File: src/rtl/apb_completer_pkg.sv
// Shared types, widths and the byte-lane merge helper for the APB4 register completer.
package apb_completer_pkg;

    typedef enum logic {IDLE = 1'b0, ACCESS = 1'b1} apb_state_e;

    localparam int REG_W  = 32;
    localparam int STRB_W = 4;

    function automatic logic [REG_W-1:0] apply_strb(input logic [REG_W-1:0]  old_val,
                                                    input logic [REG_W-1:0]  wdata,
                                                    input logic [STRB_W-1:0] strb);
        logic [REG_W-1:0] res;
        res = old_val;
        for (int b = 0; b < STRB_W; b++) begin
            if (strb[b]) res[8*b +: 8] = wdata[8*b +: 8];
        end
        return res;
    endfunction

endpackage

File: src/rtl/apb_wait_counter.sv
// Access-phase wait counter: loaded at setup, counts down while the access is held, flags zero.
module apb_wait_counter #(
    parameter int unsigned MAX_VAL = 1,
    localparam int unsigned CNT_W  = (MAX_VAL < 1) ? 1 : $clog2(MAX_VAL + 1)
) (
    input  logic HCLK,
    input  logic HRESETn,
    input  logic load,
    input  logic dec,
    output logic zero
);

    logic [CNT_W-1:0] cnt_q, cnt_d;

    always_comb begin
        cnt_d = cnt_q;
        if (load) begin
            cnt_d = CNT_W'(MAX_VAL);
        end else if (dec && (cnt_q != '0)) begin
            cnt_d = cnt_q - 1'b1;
        end
    end

    always_ff @(posedge HCLK or negedge HRESETn) begin
        if (!HRESETn) cnt_q <= '0;
        else          cnt_q <= cnt_d;
    end

    assign zero = (cnt_q == '0);

endmodule

File: src/rtl/apb4_reg_completer.sv
// APB4 completer with a bank of 32-bit registers; the top index is a read-only write counter.
// Optional build macro APB_COMPLETER_PROT_EN adds PPROT-based secure/privilege error checks.
module apb4_reg_completer
    import apb_completer_pkg::*;
#(
    parameter int unsigned          NUM_REGS    = 8,
    parameter int unsigned          WAIT_STATES = 1,
    parameter logic [NUM_REGS-1:0]  SECURE_MASK = NUM_REGS'(8'h01)
) (
    input  logic                      HCLK,
    input  logic                      HRESETn,
    input  logic [31:0]               PADDR,
    input  logic [31:0]               PWDATA,
    input  logic                      PWRITE,
    input  logic                      PSEL,
    input  logic                      PENABLE,
    input  logic [STRB_W-1:0]         PSTRB,
    input  logic [2:0]                PPROT,
    output logic [REG_W-1:0]          PRDATA,
    output logic                      PREADY,
    output logic                      PSLVERR,
    output logic [NUM_REGS*REG_W-1:0] reg_q,
    output logic [0:0]                state_dbg
);

    localparam int IDX_W = $clog2(NUM_REGS);
    localparam logic [0:0] ST_IDLE   = IDLE;
    localparam logic [0:0] ST_ACCESS = ACCESS;

    // Handshake: PSEL qualifies a transfer, PENABLE marks its access phase, and the
    // transfer completes on the rising edge where PSEL, PENABLE and PREADY are all high.

    logic [0:0]        state_q, state_d;
    logic [31:0]       addr_q, addr_d;
    logic [REG_W-1:0]  wdata_q, wdata_d;
    logic              write_q, write_d;
    logic [STRB_W-1:0] strb_q, strb_d;
    logic [REG_W-1:0]  regs_q [NUM_REGS-1];
    logic [REG_W-1:0]  regs_d [NUM_REGS-1];
    logic [REG_W-1:0]  wr_cnt_q, wr_cnt_d;

    logic             load, dec, cnt_zero, done;
    logic [IDX_W-1:0] idx;
    logic             oob_err, align_err, ro_err, prot_err, err;

    assign load = (state_q == ST_IDLE)   && PSEL && !PENABLE;
    assign dec  = (state_q == ST_ACCESS) && PSEL &&  PENABLE && !cnt_zero;
    assign done = (state_q == ST_ACCESS) && PSEL &&  PENABLE &&  cnt_zero;

    apb_wait_counter #(.MAX_VAL(WAIT_STATES)) u_wait (
        .HCLK    (HCLK),
        .HRESETn (HRESETn),
        .load    (load),
        .dec     (dec),
        .zero    (cnt_zero)
    );

    // Decode looks only at the address latched in the setup phase.
    assign idx       = addr_q[IDX_W+1:2];
    assign oob_err   = ({2'b00, addr_q[31:2]} >= 32'(NUM_REGS));
    assign align_err = (addr_q[1:0] != 2'b00);
    assign ro_err    = write_q && (idx == IDX_W'(NUM_REGS - 1));

`ifdef APB_COMPLETER_PROT_EN
    logic [1:0] prot_q, prot_d;
    logic       unused_prot;
    assign unused_prot = PPROT[2];
    assign prot_err = (!oob_err && prot_q[1] && SECURE_MASK[idx]) || (write_q && !prot_q[0]);
`else
    logic unused_prot;
    assign unused_prot = ^{PPROT, SECURE_MASK};
    assign prot_err    = 1'b0;
`endif

    assign err = oob_err || align_err || ro_err || prot_err;

    always_comb begin
        state_d = state_q;
        addr_d  = addr_q;
        wdata_d = wdata_q;
        write_d = write_q;
        strb_d  = strb_q;
`ifdef APB_COMPLETER_PROT_EN
        prot_d  = prot_q;
`endif
        if (state_q == ST_IDLE) begin
            if (load) begin
                state_d = ST_ACCESS;
                addr_d  = PADDR;
                wdata_d = PWDATA;
                write_d = PWRITE;
                strb_d  = PSTRB;
`ifdef APB_COMPLETER_PROT_EN
                prot_d  = PPROT[1:0];
`endif
            end
        end else if (!PSEL || done) begin
            state_d = ST_IDLE;
        end
    end

    always_comb begin
        wr_cnt_d = wr_cnt_q;
        for (int i = 0; i < NUM_REGS - 1; i++) begin
            regs_d[i] = regs_q[i];
        end
        if (done && write_q && !err) begin
            wr_cnt_d = wr_cnt_q + 1'b1;
            for (int i = 0; i < NUM_REGS - 1; i++) begin
                if (idx == IDX_W'(i)) regs_d[i] = apply_strb(regs_q[i], wdata_q, strb_q);
            end
        end
    end

    always_ff @(posedge HCLK or negedge HRESETn) begin
        if (!HRESETn) begin
            state_q  <= ST_IDLE;
            addr_q   <= '0;
            wdata_q  <= '0;
            write_q  <= 1'b0;
            strb_q   <= '0;
            wr_cnt_q <= '0;
            for (int i = 0; i < NUM_REGS - 1; i++) regs_q[i] <= '0;
        end else begin
            state_q  <= state_d;
            addr_q   <= addr_d;
            wdata_q  <= wdata_d;
            write_q  <= write_d;
            strb_q   <= strb_d;
            wr_cnt_q <= wr_cnt_d;
            for (int i = 0; i < NUM_REGS - 1; i++) regs_q[i] <= regs_d[i];
        end
    end

`ifdef APB_COMPLETER_PROT_EN
    always_ff @(posedge HCLK or negedge HRESETn) begin
        if (!HRESETn) prot_q <= '0;
        else          prot_q <= prot_d;
    end
`endif

    always_comb begin
        reg_q = '0;
        for (int i = 0; i < NUM_REGS - 1; i++) reg_q[REG_W*i +: REG_W] = regs_q[i];
        reg_q[REG_W*(NUM_REGS-1) +: REG_W] = wr_cnt_q;
    end

    assign PREADY    = done;
    assign PSLVERR   = done && err;
    assign PRDATA    = (done && !write_q && !err) ? reg_q[REG_W*idx +: REG_W] : '0;
    assign state_dbg = state_q;

endmodule
File: config.mk
export PLATFORM = sky130hd
export DESIGN_NAME = apb4_reg_completer
export DESIGN_NICKNAME = d
export VERILOG_FILES = /design/src/rtl/apb_completer_pkg.sv /design/src/rtl/apb_wait_counter.sv /design/src/rtl/apb4_reg_completer.sv
export SDC_FILE = /design/constraint.sdc
export NUM_CORES = 1
export LEC_CHECK = 0
export BUFFER_PORTS_ARGS = -buffer_cell sky130_fd_sc_hd__buf_2
export CORE_MARGIN = 5
export CORE_UTILIZATION = 39
export CTS_BUF_LIST = sky130_fd_sc_hd__clkbuf_8
export DETAILED_ROUTE_END_ITERATION = 8
export GPL_TIMING_DRIVEN = 0
export PLACE_DENSITY_LB_ADDON = 0.12
export SETUP_SLACK_MARGIN = 0.4
export SYNTH_ARGS = -nofsm -noshare
export SYNTH_HDL_FRONTEND = slang
export SYNTH_SLANG_ARGS = --single-unit
File: constraint.sdc
create_clock -name HCLK -period 4.9 [get_ports HCLK]
set_input_delay 1.225 -clock HCLK [delete_from_list [all_inputs] [get_ports HCLK]]
set_output_delay 1.225 -clock HCLK [all_outputs]
set_load 0.02 [all_outputs]
; ---- Word level (Yosys, flattened, before mapping)
; Index checks and enable logic that the tools add are counted.
[op_classes]
n_addsub = 2
order_cmp = 1
n_eq_ne = 7
shifts = 1
mux = 6
bitwise = 2
n_reduce_logical = 52
[ops]
columns = cell, n
row1 = variable part select 256 x 9 -> 32 bit, 1
row2 = AND reduction 3 bit, 28
row3 = adder 32 x 1 -> 32 bit (second input constant), 1
row4 = 2-to-1 mux 32 bit, 1
row5 = >= comparator 30 x 4 -> 1 bit (second input constant), 1
row6 = logical AND 1 bit, 13
row7 = equality test 3 bit (second input constant), 4
row8 = equality test 3 x 2 -> 1 bit (second input constant), 2
row9 = 2-to-1 mux 1 bit, 5
row10 = zero test 1 bit, 4
row11 = nonzero test 2 bit, 2
row12 = equality test 3 x 1 -> 1 bit (second input constant), 1
row13 = zero test 3 bit, 1
row14 = logical OR 1 bit, 3
row15 = NOT 1 bit, 2
row16 = AND reduction 2 bit, 1
row17 = subtractor 1 bit (second input constant), 1
[word_totals]
regBits = 327
in_bits = 76
output_inout_bits = 291
word_cells = 106

; ---- Logic depth before layout (Yosys ltp)
; Gate-level depths: netlist (run 1).
[depth]
ltp_word = 6
ltp_mapped = 8
mapped_depth_nobuf = 5

; ---- Modules after synthesis
; From an unflattened synthesis (run 1), not the netlist that was laid out.
[unflattened]
hier_cells = 977
hier_area_um2 = 14838.0
[modules_own_cells]
columns = mod, n_inst, cells_each, area_each_um2, seq_area_each_um2
row1 = apb4_reg_completer, 1, 974, 14797.9, 8157.8
row2 = apb_wait_counter, 1, 3, 40.0, 25.0

; ---- Worst setup path before layout (run 1)
; Ideal clock, no wire load.
[synth_timing]
path_type = input port to output port
start = input port PSEL
end = output port PRDATA[0]
arrival_time_ns = 2.272
required_time_ns = 3.675
setup_slack_ns = 1.403
path_stages = 5
path_buffers = 2
cell_sequence = and4b_1 > buf_2 > nand3b_1 > clkbuf_1 > nor2_1
[synth_between]
elab_chain_len = 6
[synth_lines]
columns = element, line_no
row1 = from (decl), apb4_reg_completer.sv:15  ; input logic PSEL,
row2 = logical AND 1 bit (3 in series), apb4_reg_completer.sv:48  ; assign done = (state_q == ST_ACCESS) && PSEL && PENABLE && cnt_zero;
row3 = named net PREADY, apb4_reg_completer.sv:20  ; output logic PREADY,
row4 = logical AND 1 bit (2 in series), apb4_reg_completer.sv:150  ; assign PRDATA = (done && !write_q && !err) ? reg_q[REG_W*idx +: REG_W] : '0;
row5 = 2-to-1 mux 32 bit, apb4_reg_completer.sv:150
row6 = to (decl), apb4_reg_completer.sv:19  ; output logic [REG_W-1:0] PRDATA,
; The timed path passes the listed nets, and every way through them passes these cells.

; ---- Final worst setup path (run 1)
[layout_timing]
start = register addr_q[2]
end = output port PRDATA[21]
[layout_between]
elab_chain_len = 6
elab_cells_between_ends = 9
classes_between = order compare: 1 / eq/ne: 1 / shift: 1 / mux: 1 / reduce/logical: 5
[layout_lines]
columns = element, line_no
row1 = from (decl), apb4_reg_completer.sv:34  ; logic [31:0] addr_q, addr_d;
row2 = from (signal assigned), apb4_reg_completer.sv:126  ; addr_q <= addr_d;
row3 = >= comparator 30 x 4 -> 1 bit or equality test 3 bit (tied branches), "apb4_reg_completer.sv:60, apb4_reg_completer.sv:62"
row4 = logical OR 1 bit or logical AND 1 bit (tied branches), "apb4_reg_completer.sv:75, apb4_reg_completer.sv:62"
row5 = logical OR 1 bit, apb4_reg_completer.sv:75  ; assign err = oob_err || align_err || ro_err || prot_err;
row6 = zero test 1 bit, apb4_reg_completer.sv:150
row7 = logical AND 1 bit, apb4_reg_completer.sv:150
row8 = 2-to-1 mux 32 bit (*), apb4_reg_completer.sv:150
; Mark *: on every way between the ends. The rest lies on a longest branch, timed or not.

==> metrics.txt, run 1 <==
Mapped Area=15,000 um2; 1st-pass router iterations=4; required time worst endpoint=3670 ps; met3 routed WL=2.90 mm; Static Leak=10.0 nW; Worst slew margin=0.193; crit path time final=4240 ps; worst-margin pin slew=1200 ps; most frequent cells in the layout=374 x buf_2, 327 x dfrtp_1, 230 x mux2_2; top sig layer=met5; Final WS setup=665 ps; layout cells sized above 1=0.620; Max Fclk=236 MHz; yosys warns=0; critical path class=reg2out; WL met2=22.9 mm; critical path peak fanout=10; Hold Crit Depth=1; first-pass GRT wire length=69.5 mm; vias in the first global route=10,600; Core Area=38,400 um2; ANT nets after route=0; FF-to-FF End=wr_cnt_q[10]; CTS Buffer Depth=3; crit path DAT=3010 ps; min-delay src=addr_q[20]; # nets final=1,444; Final Wtd Congestion=0.778; hpwl dp=32.8 mm; Synth Register Bits=327; CTS H-tree depth=2; Area Overhead vs Synth=25.5%; Iteration-0 DRC Markers=393; fill count=3,507; GRT Total Usage=0.219; count of final setup violators=0; Congestion Overflow GR=0; Avg Cell Area, Syn=16.0 um2; row cnt=72; Post-Place Setup Slack=648 ps; Hold Buf Count CTS=0; Final Non-Filler Cells=1,927; FF-to-FF path depth=7; most common cell after layout, fill and taps aside=buf_2; routed vias=9,949; die height=206 um; routed len/inst=24.3 um; IO Port Bufs=363; WL met1=20.2 mm; clock sinks=327; Yosys top cell area share=0.544; hold worst-path end=addr_q[20]; Hold WS=508 ps; Placed Cells=1,823; Starting Density=0.392; Die X=206 um; HP Class=reg2reg; clk slew on worst S/H paths=60 ps; VDD IR max=0.281 mV; CP endpoint kind=output pin; syn nets=1,016; PwrDens=331 nW/um2; final-report hold violation count=0; Clock Skew=34.9 ps; setup repair after global routing missed its margin=false; Netlist cell types=38; critical path startpoint category=register; initial antenna violation count=5; top cells by area, synth=dfrtp_1 54%, mux2_2 17%, mux4_2 9.6%; cell taking the most area after synthesis=dfrtp_1; FF-to-FF setup slack=1820 ps; maxcap violations=0; Pins Over Slew Limit=0; worst r2r src=addr_q[24]; Post-Syn Instances=939; Root Buffer=clkbuf_8; CTS buffer count=57; Clk Latency, worst-skew pair=630 ps; Final Cycle Share=0.864; largest net degree at the start of global routing=114; DRC violations left=0; Vias/cell=5.16; CTS tree=built; die area=42,600 um2; outcome=complete, no violations; I/O pins=367; setup TNS=0 ps; Seq/Total Area, Yosys=0.544; Routed WL=46.8 mm
registers in the layout, summed over array words and instances, names as in the netlist:
register / count
wdata_q: 32
addr_q: 32
state_dbg: 1
strb_q: 4
reg_q: 224
wr_cnt_q: 32
u_wait.cnt_q: 1
write_q: 1
critical path, cell delays in order (launching register included):
cell             delay (ps)
dfrtp_1                 310
buf_2                   240
clkdlybuf4s15_1         790
mux4_2                  620
mux2i_1                 150
nor2_1                   80
buf_2                   170
synthesized netlist by cell type:
library cell  number
o21ai_0            1
mux2i_1           32
dfrtp_1          327
mux2_4            64
nor2_1            35
and2_1             4
xor2_1             2
nand4b_2           4
nor4_2             2
nand2_1           16
and4_1             2
mux2_2           230
nand3b_1           1
nand4_1           18
nor3b_2            2
clkbuf_1          18
xnor2_1           29
ha_1               1
nand3_4           13
and3_1             4
nand3_1           12
nor3_1             5
a21boi_0           1
nor4_1             6
buf_1             10
and3b_1            1
nor3b_1            2
nand3_2            8
buf_6              2
buf_2             13
a21oi_1            1
and4b_1            1
nand4_2            4
mux4_2            64
inv_1              1
nor4_4             1
buf_12             1
nor2b_1            1
per-stage QoR:
stage                      util  area (um2)  total power [mW]
final                     0.492       18900              6.25
after global routing      0.492       18900              6.55
after CTS                 0.491       18800              6.36
after detailed placement  0.458       17600              3.65
after global placement    0.456       17500              3.63
after floorplan               -       15000              3.36
worst max path at each step:
stage                     startpoint          to  cells past startpoint
after floorplan                 PSEL   PRDATA[0]                      5
after global placement       HRESETn  reg_q[116]                      1
after detailed placement        PSEL  PRDATA[17]                      7
after CTS                  addr_q[3]   PRDATA[2]                      7
after global routing      addr_q[24]  PRDATA[26]                      9
final                      addr_q[2]  PRDATA[21]                      6
what timing repair did:
action	CTS	global route
pin swaps	2	0
buffers inserted	3	0
hold endpoints to repair	0	0
gates resized for setup	12	9
endpoints found under the setup margin	32	32
kinds of logic after synthesis:
kind of cell    Yosys count  share of synthesized area
mux                     390                      0.353
flops                   327                      0.544
simple gates            142                     0.0685
buf+inv                  45                     0.0144
xor+xnor                 31                     0.0180
compound gates            3                    0.00116
fa+ha+maj                 1                   0.000832
final cells by class:
type / count / area [um2] / area share
sequential: 327 / 8180 / 0.434
multi-input combinational: 567 / 6660 / 0.353
timing repair buffer: 369 / 1910 / 0.101
clock buffer: 69 / 950 / 0.0503
tap: 518 / 648 / 0.0343
clock inverter: 30 / 256 / 0.0136
buffer: 44 / 254 / 0.0135
antenna: 2 / 5.00 / 0.000265
inverter: 1 / 3.75 / 0.000199
layer usage:
metal	global-route usage	up-vias
met4	0.0575	6
met2	0.360	271
met1	0.294	5233
met3	0.0526	55
met5	0	-
li1	-	4384
report_power, final:
group / total [mW] / switching (mW) / internal (mW)
registers: 2.96 / 0.148 / 2.81
clock network: 2.66 / 1.14 / 1.53
logic: 0.623 / 0.358 / 0.265
total: 6.25 / 1.64 / 4.60
No activity file was read; power rests on OpenSTA's default activity.
==> inputs of run 2 (changes only) <==
CORE_ASPECT_RATIO = 0.5   (was unset)
==> run 2 against run 1 <==
  * Register-to-register slack improved by 60 ps
  * Wire length fell by 1.2%
  * Power fell by 5.9%
  * Sequential power barely moved
  * Core utilization rose by 0.32 points
  * Setup slack got worse by 94 ps
  * Fmax fell by 2.2%
  * Clock power fell by 14%
  * First-iteration DRC count rose by 22%
  * Clock skew fell by 20 ps
  * Non-clock buffer count rose by 1
  * Largest cell class unchanged
  * Largest power group unchanged
  * Highest routed layer is now met4
==> metrics.txt, run 2 (synthesis gave the netlist of run 1 again) <==
HP Class=reg2reg; Clock Skew=15.3 ps; Sw Ratio=0.270; layout cells sized above 1=0.615; share of power burned in the clock network=0.389; FF-to-FF setup slack=1880 ps; worst-margin pin slew=1120 ps; setup repair after global routing missed its margin=false; PwrDens=315 nW/um2; Congestion Overflow GR=0; Final Wtd Congestion=0.788; Placed Cells=1,826; CTS buffer count=51; routed len/inst=24.1 um; Pins Over Slew Limit=0; max reg flops=224; Die X=288 um; VDD IR max=0.144 mV; Final Cycle Share=0.884; outcome=complete, no violations; clock sinks=327; min-delay src=addr_q[6]; critical path startpoint category=register; Comb power frac=0.108; Final Non-Filler Cells=1,918; FF+latch area=8180 um2; hpwl dp=33.6 mm; Iteration-0 DRC Markers=479; Sw Pwr=1.59 mW; most frequent cells in the layout=375 x buf_2, 327 x dfrtp_1, 230 x mux2_2; 1st-pass router iterations=5; Worst slew margin=0.247; register share of total power=0.503; ANT nets after route=0; I/O pins=367; clk slew on worst S/H paths=60 ps; hold worst-path end=addr_q[6]; vias in the first global route=11,000; final-report hold violation count=0; crit path DAT=3100 ps; FF-to-FF End=wr_cnt_q[30]; initial antenna violation count=4; CTS H-tree depth=2; CTS Buffer Depth=3; setup TNS=0 ps; Area Overhead vs Synth=24.1%; CTS tree=built; required time worst endpoint=3670 ps; Routed WL=46.2 mm; row cnt=50; Root Buffer=clkbuf_8; fill count=3,377; critical path class=reg2out; routed vias=10,000; first-pass GRT wire length=70.1 mm; # nets final=1,439; maxcap violations=0; P_int=4.29 mW; Vias/cell=5.22; most common cell after layout, fill and taps aside=buf_2; Core Area=37,700 um2; DRC violations left=0; GRT Total Usage=0.214; die area=42,800 um2; Hold Crit Depth=1; worst r2r src=addr_q[24]; critical path peak fanout=10; Starting Density=0.399; largest net degree at the start of global routing=123; die height=149 um; crit path time final=4330 ps; IO Port Bufs=363; count of final setup violators=0; Max Fclk=231 MHz; FF-to-FF path depth=7; CP endpoint kind=output pin; Static Leak=9.91 nW; Clk Latency, worst-skew pair=580 ps; area of the multi-input gates=6660 um2
-- run 2: repair_timing --
item,in CTS,in global routing
resized for setup,9,10
buffers inserted,3,0
hold buffers,0,0
pin swaps,2,0
setup endpoints to repair,30,23
-- run 2: through the flow --
stage               setup WS, ps  instance area [um2]  hold WS [ps]  power, mW   util
CTS                          433                18600           510       5.96  0.494
finish                       571                18700           512       5.88  0.495
global placement           -3560                17500           490       3.62  0.464
floorplan                   1400                15000           481       3.36      -
detailed placement           576                17600           498       3.65  0.467
global route                 407                18700           521       6.14  0.495
-- run 2: final cells by class --
class	instances	share of cell area
timing repair buffer	370	0.104
multi-input combinational	567	0.356
tap	520	0.0348
inverter	1	0.000201
clock buffer	64	0.0472
clock inverter	21	0.00583
sequential	327	0.438
buffer	44	0.0131
antenna	4	0.000536
-- run 2: how the worst max path moves through the flow --
stage	depth (start not counted)	to	start	slack [ps]
4_1_cts	7	PRDATA[3]	addr_q[3]	430
3_5_place_dp	7	PRDATA[3]	PSEL	580
3_3_place_gp	1	reg_q[137]	HRESETn	-3560
6_report	7	PRDATA[14]	addr_q[3]	570
5_1_grt	7	PRDATA[13]	addr_q[3]	410
2_1_floorplan	5	PRDATA[0]	PSEL	1400
-- run 2: metal layers --
metal,vias to the layer above,global-route usage,part of all wire
li1,4369,-,-
met2,230,0.379,0.52
met4,0,0.0556,0.022
met3,70,0.0373,0.040
met1,5352,0.274,0.42
met5,-,0,0
-- run 2: critical path, cell delays in order (launching register included) --
cell and delay, ps:
dfrtp_1 330, clkbuf_1 240, clkbuf_1 510, clkbuf_1 650, mux4_2 410, mux2i_1 150, nor2_1 60, buf_2 170
-- run 2: power by group through the flow --
stage / Clock, mW / Combinational [mW] / Sequential [mW]
4_1_cts: 2.36 / 0.647 / 2.96
3_5_place_dp: 0 / 0.644 / 3.01
3_3_place_gp: 0 / 0.624 / 3.00
6_report: 2.29 / 0.633 / 2.96
5_1_grt: 2.48 / 0.687 / 2.98
2_1_floorplan: 0 / 0.407 / 2.96
==> inputs of run 3 (changes only) <==
ABC_AREA = 1   (was unset)
PLACE_DENSITY_LB_ADDON = 0.2   (was 0.12)
REMOVE_ABC_BUFFERS = 1   (was unset)
==> run 3 against run 2 <==
  * Power is 12% higher
  * Non-clock buffer count decreased by 23
  * Via count up 57%
  * Synthesized area up 7.1%
  * Sequential share of layout area down 2.1 points
  * Global-route usage up 4.3 points
  * Fmax is 1.8% lower
  * Register-to-register slack got worse by 750 ps
==> metrics.txt, run 3 <==
outcome=complete, no violations; slowest stage delay, CP=700 ps; FF-to-FF path depth=13; Synth Register Bits=327; 1st-pass router iterations=5; crit path time final=4410 ps; critical path startpoint category=register; Post-synth EDFFs=0; vias in the first global route=15,200; setup repair after global routing missed its margin=false; maxcap violations=0; Yosys top cell area share=0.508; Max Fclk=227 MHz; clock sinks=327; Vias/cell=5.57; CTS buffer count=50; Final Cycle Share=0.900; required time worst endpoint=3670 ps; Area Overhead vs Synth=22.0%; most common cell after layout, fill and taps aside=nand2_1; row cnt=52; initial antenna violation count=4; hpwl dp=42.0 mm; Synth Flop Type=dfrtp_1; critical path class=reg2out; max reg flops=224; most numerous cell in the Yosys netlist=nand2_1; first-pass GRT wire length=93.9 mm; Congestion Overflow GR=0; cell taking the most area after synthesis=dfrtp_1; PwrDens=335 nW/um2; Worst Setup SP=addr_q[4]; IO Port Bufs=363; # nets final=2,316; top cells by area, synth=dfrtp_1 51%, nand2_1 16%, nand4_1 9.7%; routed vias=15,700; FF-to-FF End=reg_q[193]; critical path peak fanout=38; slowest CP cell=dfrtp_4; layout cells sized above 1=0.248; VDD IR max=0.220 mV; most frequent cells in the layout=675 x nand2_1, 362 x buf_2, 321 x dfrtp_1; Starting Density=0.397; Core Area=40,600 um2; Placed Cells=2,720; Static Leak=10.6 nW; Root Buffer=clkbuf_8; die area=45,700 um2; Routed WL=61.5 mm; CP endpoint kind=output pin; Pins Over Slew Limit=0; CP Capture Point=PRDATA[28]; worst-margin pin slew=1100 ps; worst r2r src=state_dbg; crit path DAT=3180 ps; Final Non-Filler Cells=2,816; Hold Buf Count CTS=0; HP Class=reg2reg; Iteration-0 DRC Markers=1,138; Final Wtd Congestion=0.880; Worst slew margin=0.268; Hold WS=496 ps; fill count=4,047; CTS tree=built; Die X=297 um; Seq/Total Area, Yosys=0.508; GRT Total Usage=0.257; Mapped Area=16,100 um2; count of final setup violators=0; I/O pins=367; FF-to-FF setup slack=1130 ps; yosys warns=0; crit-path cells=nand4_1, nand3_1, nor2_4, nand3_4, a21oi_1, buf_2; ANT nets after route=0; DRC violations left=0; CTS Buffer Depth=3; synth cell count leaders=678 x nand2_1, 327 x dfrtp_1, 250 x nand4_1, 154 x nor2_1, 119 x o21ai_0; Async SR Flop Fraction=1.00; clk slew on worst S/H paths=70 ps; die height=154 um; Post-Syn Instances=1,958; final-report hold violation count=0; Clk Latency, worst-skew pair=620 ps; Avg Cell Area, Syn=8.23 um2; routed len/inst=21.8 um; CTS H-tree depth=2; Netlist cell types=30; largest net degree at the start of global routing=93; Clock Skew=31.3 ps
run 3: cell count changes in the layout (fill, tap and decap cells not counted), moves of 32 or more:
| cell | delta |
|---|---|
| nand2_1 | +659 |
| nand4_1 | +232 |
| mux2_2 | -165 |
| nor2_1 | +118 |
| o21ai_0 | +118 |
| mux2_4 | -64 |
| mux4_2 | -64 |
| inv_1 | +51 |
| mux2i_1 | -32 |
run 3: layout make-up:
type                       count  area, um2  share of cell area
multi-input combinational   1412       7140               0.363
timing repair inverter         1       7.51            0.000382
tap                          540        676              0.0344
clock buffer                  59        812              0.0413
timing repair buffer         391       2470               0.126
inverter                      56        223              0.0113
antenna                        2       5.00            0.000255
clock inverter                28        126             0.00643
sequential                   327       8200               0.417
run 3: metal layers:
| layer | GRT usage | wire, um | vias to the layer above |
|---|---|---|---|
| li1 | - | - | 7252 |
| met3 | 0.0437 | 4280 | 138 |
| met1 | 0.336 | 25000 | 7700 |
| met2 | 0.426 | 29200 | 605 |
| met5 | 0 | 14 | - |
| met4 | 0.112 | 2960 | 4 |
run 3: logic make-up (layout without fill, tap and decap cells):
| family | after synthesis | in the layout | share of synthesized area |
|---|---|---|---|
| and+or+nand+nor | 1146 | 1148 | 0.317 |
| AOI/OAI and AO/OA | 191 | 191 | 0.0692 |
| buffers and inverters | 221 | 535 | 0.0562 |
| adders and majority gates | 1 | 1 | 0.000776 |
| DFF | 327 | 327 | 0.508 |
| other | 0 | 2 | 0 |
| muxes | 65 | 65 | 0.0454 |
| xor gates and xnor gates | 7 | 7 | 0.00380 |
run 3: how the worst min path moves through the flow:
stage	startpoint	endpoint	slack, ps	cells past startpoint
after floorplan	addr_q[6]	addr_q[6]	470	1
after global placement	reg_q[215]	reg_q[215]	480	2
after detailed placement	reg_q[207]	reg_q[207]	480	2
after CTS	reg_q[211]	reg_q[211]	500	2
after global routing	reg_q[214]	reg_q[214]	520	2
final	reg_q[207]	reg_q[207]	500	2
run 3: report_power, final:
part	switching, mW	internal, mW
registers	0.312	2.83
clock network	1.17	1.09
logic	0.791	0.393
total	2.27	4.31
run 3: critical path, delay by kind of cell (launching register included):
kind,cells,cell delay [ps]
buffers and inverters,1,220
DFF,1,700
AOI/OAI and AO/OA,1,330
and+or+nand+nor,4,1270
run 3: stage by stage:
step | instance area [um2] | total power [mW] | setup WS (ps) | TNS (ps) | utilization
3_5_place_dp | 18600 | 4.29 | -723 | -16620 | 0.457
6_report | 19700 | 6.58 | 491 | 0 | 0.484
4_1_cts | 19600 | 6.57 | 342 | 0 | 0.483
2_1_floorplan | 15400 | 3.69 | -2420 | -557980 | -
3_3_place_gp | 17900 | 4.20 | -6210 | -2835870 | 0.441
5_1_grt | 19700 | 6.88 | 403 | 0 | 0.484
run 3: repair_timing:
item / 4_1_cts / 5_1_grt
pin swaps: 2 / 0
gates cloned: 2 / 1
endpoints found under the setup margin: 57 / 24
buffers inserted: 3 / 1
resized for setup: 12 / 2
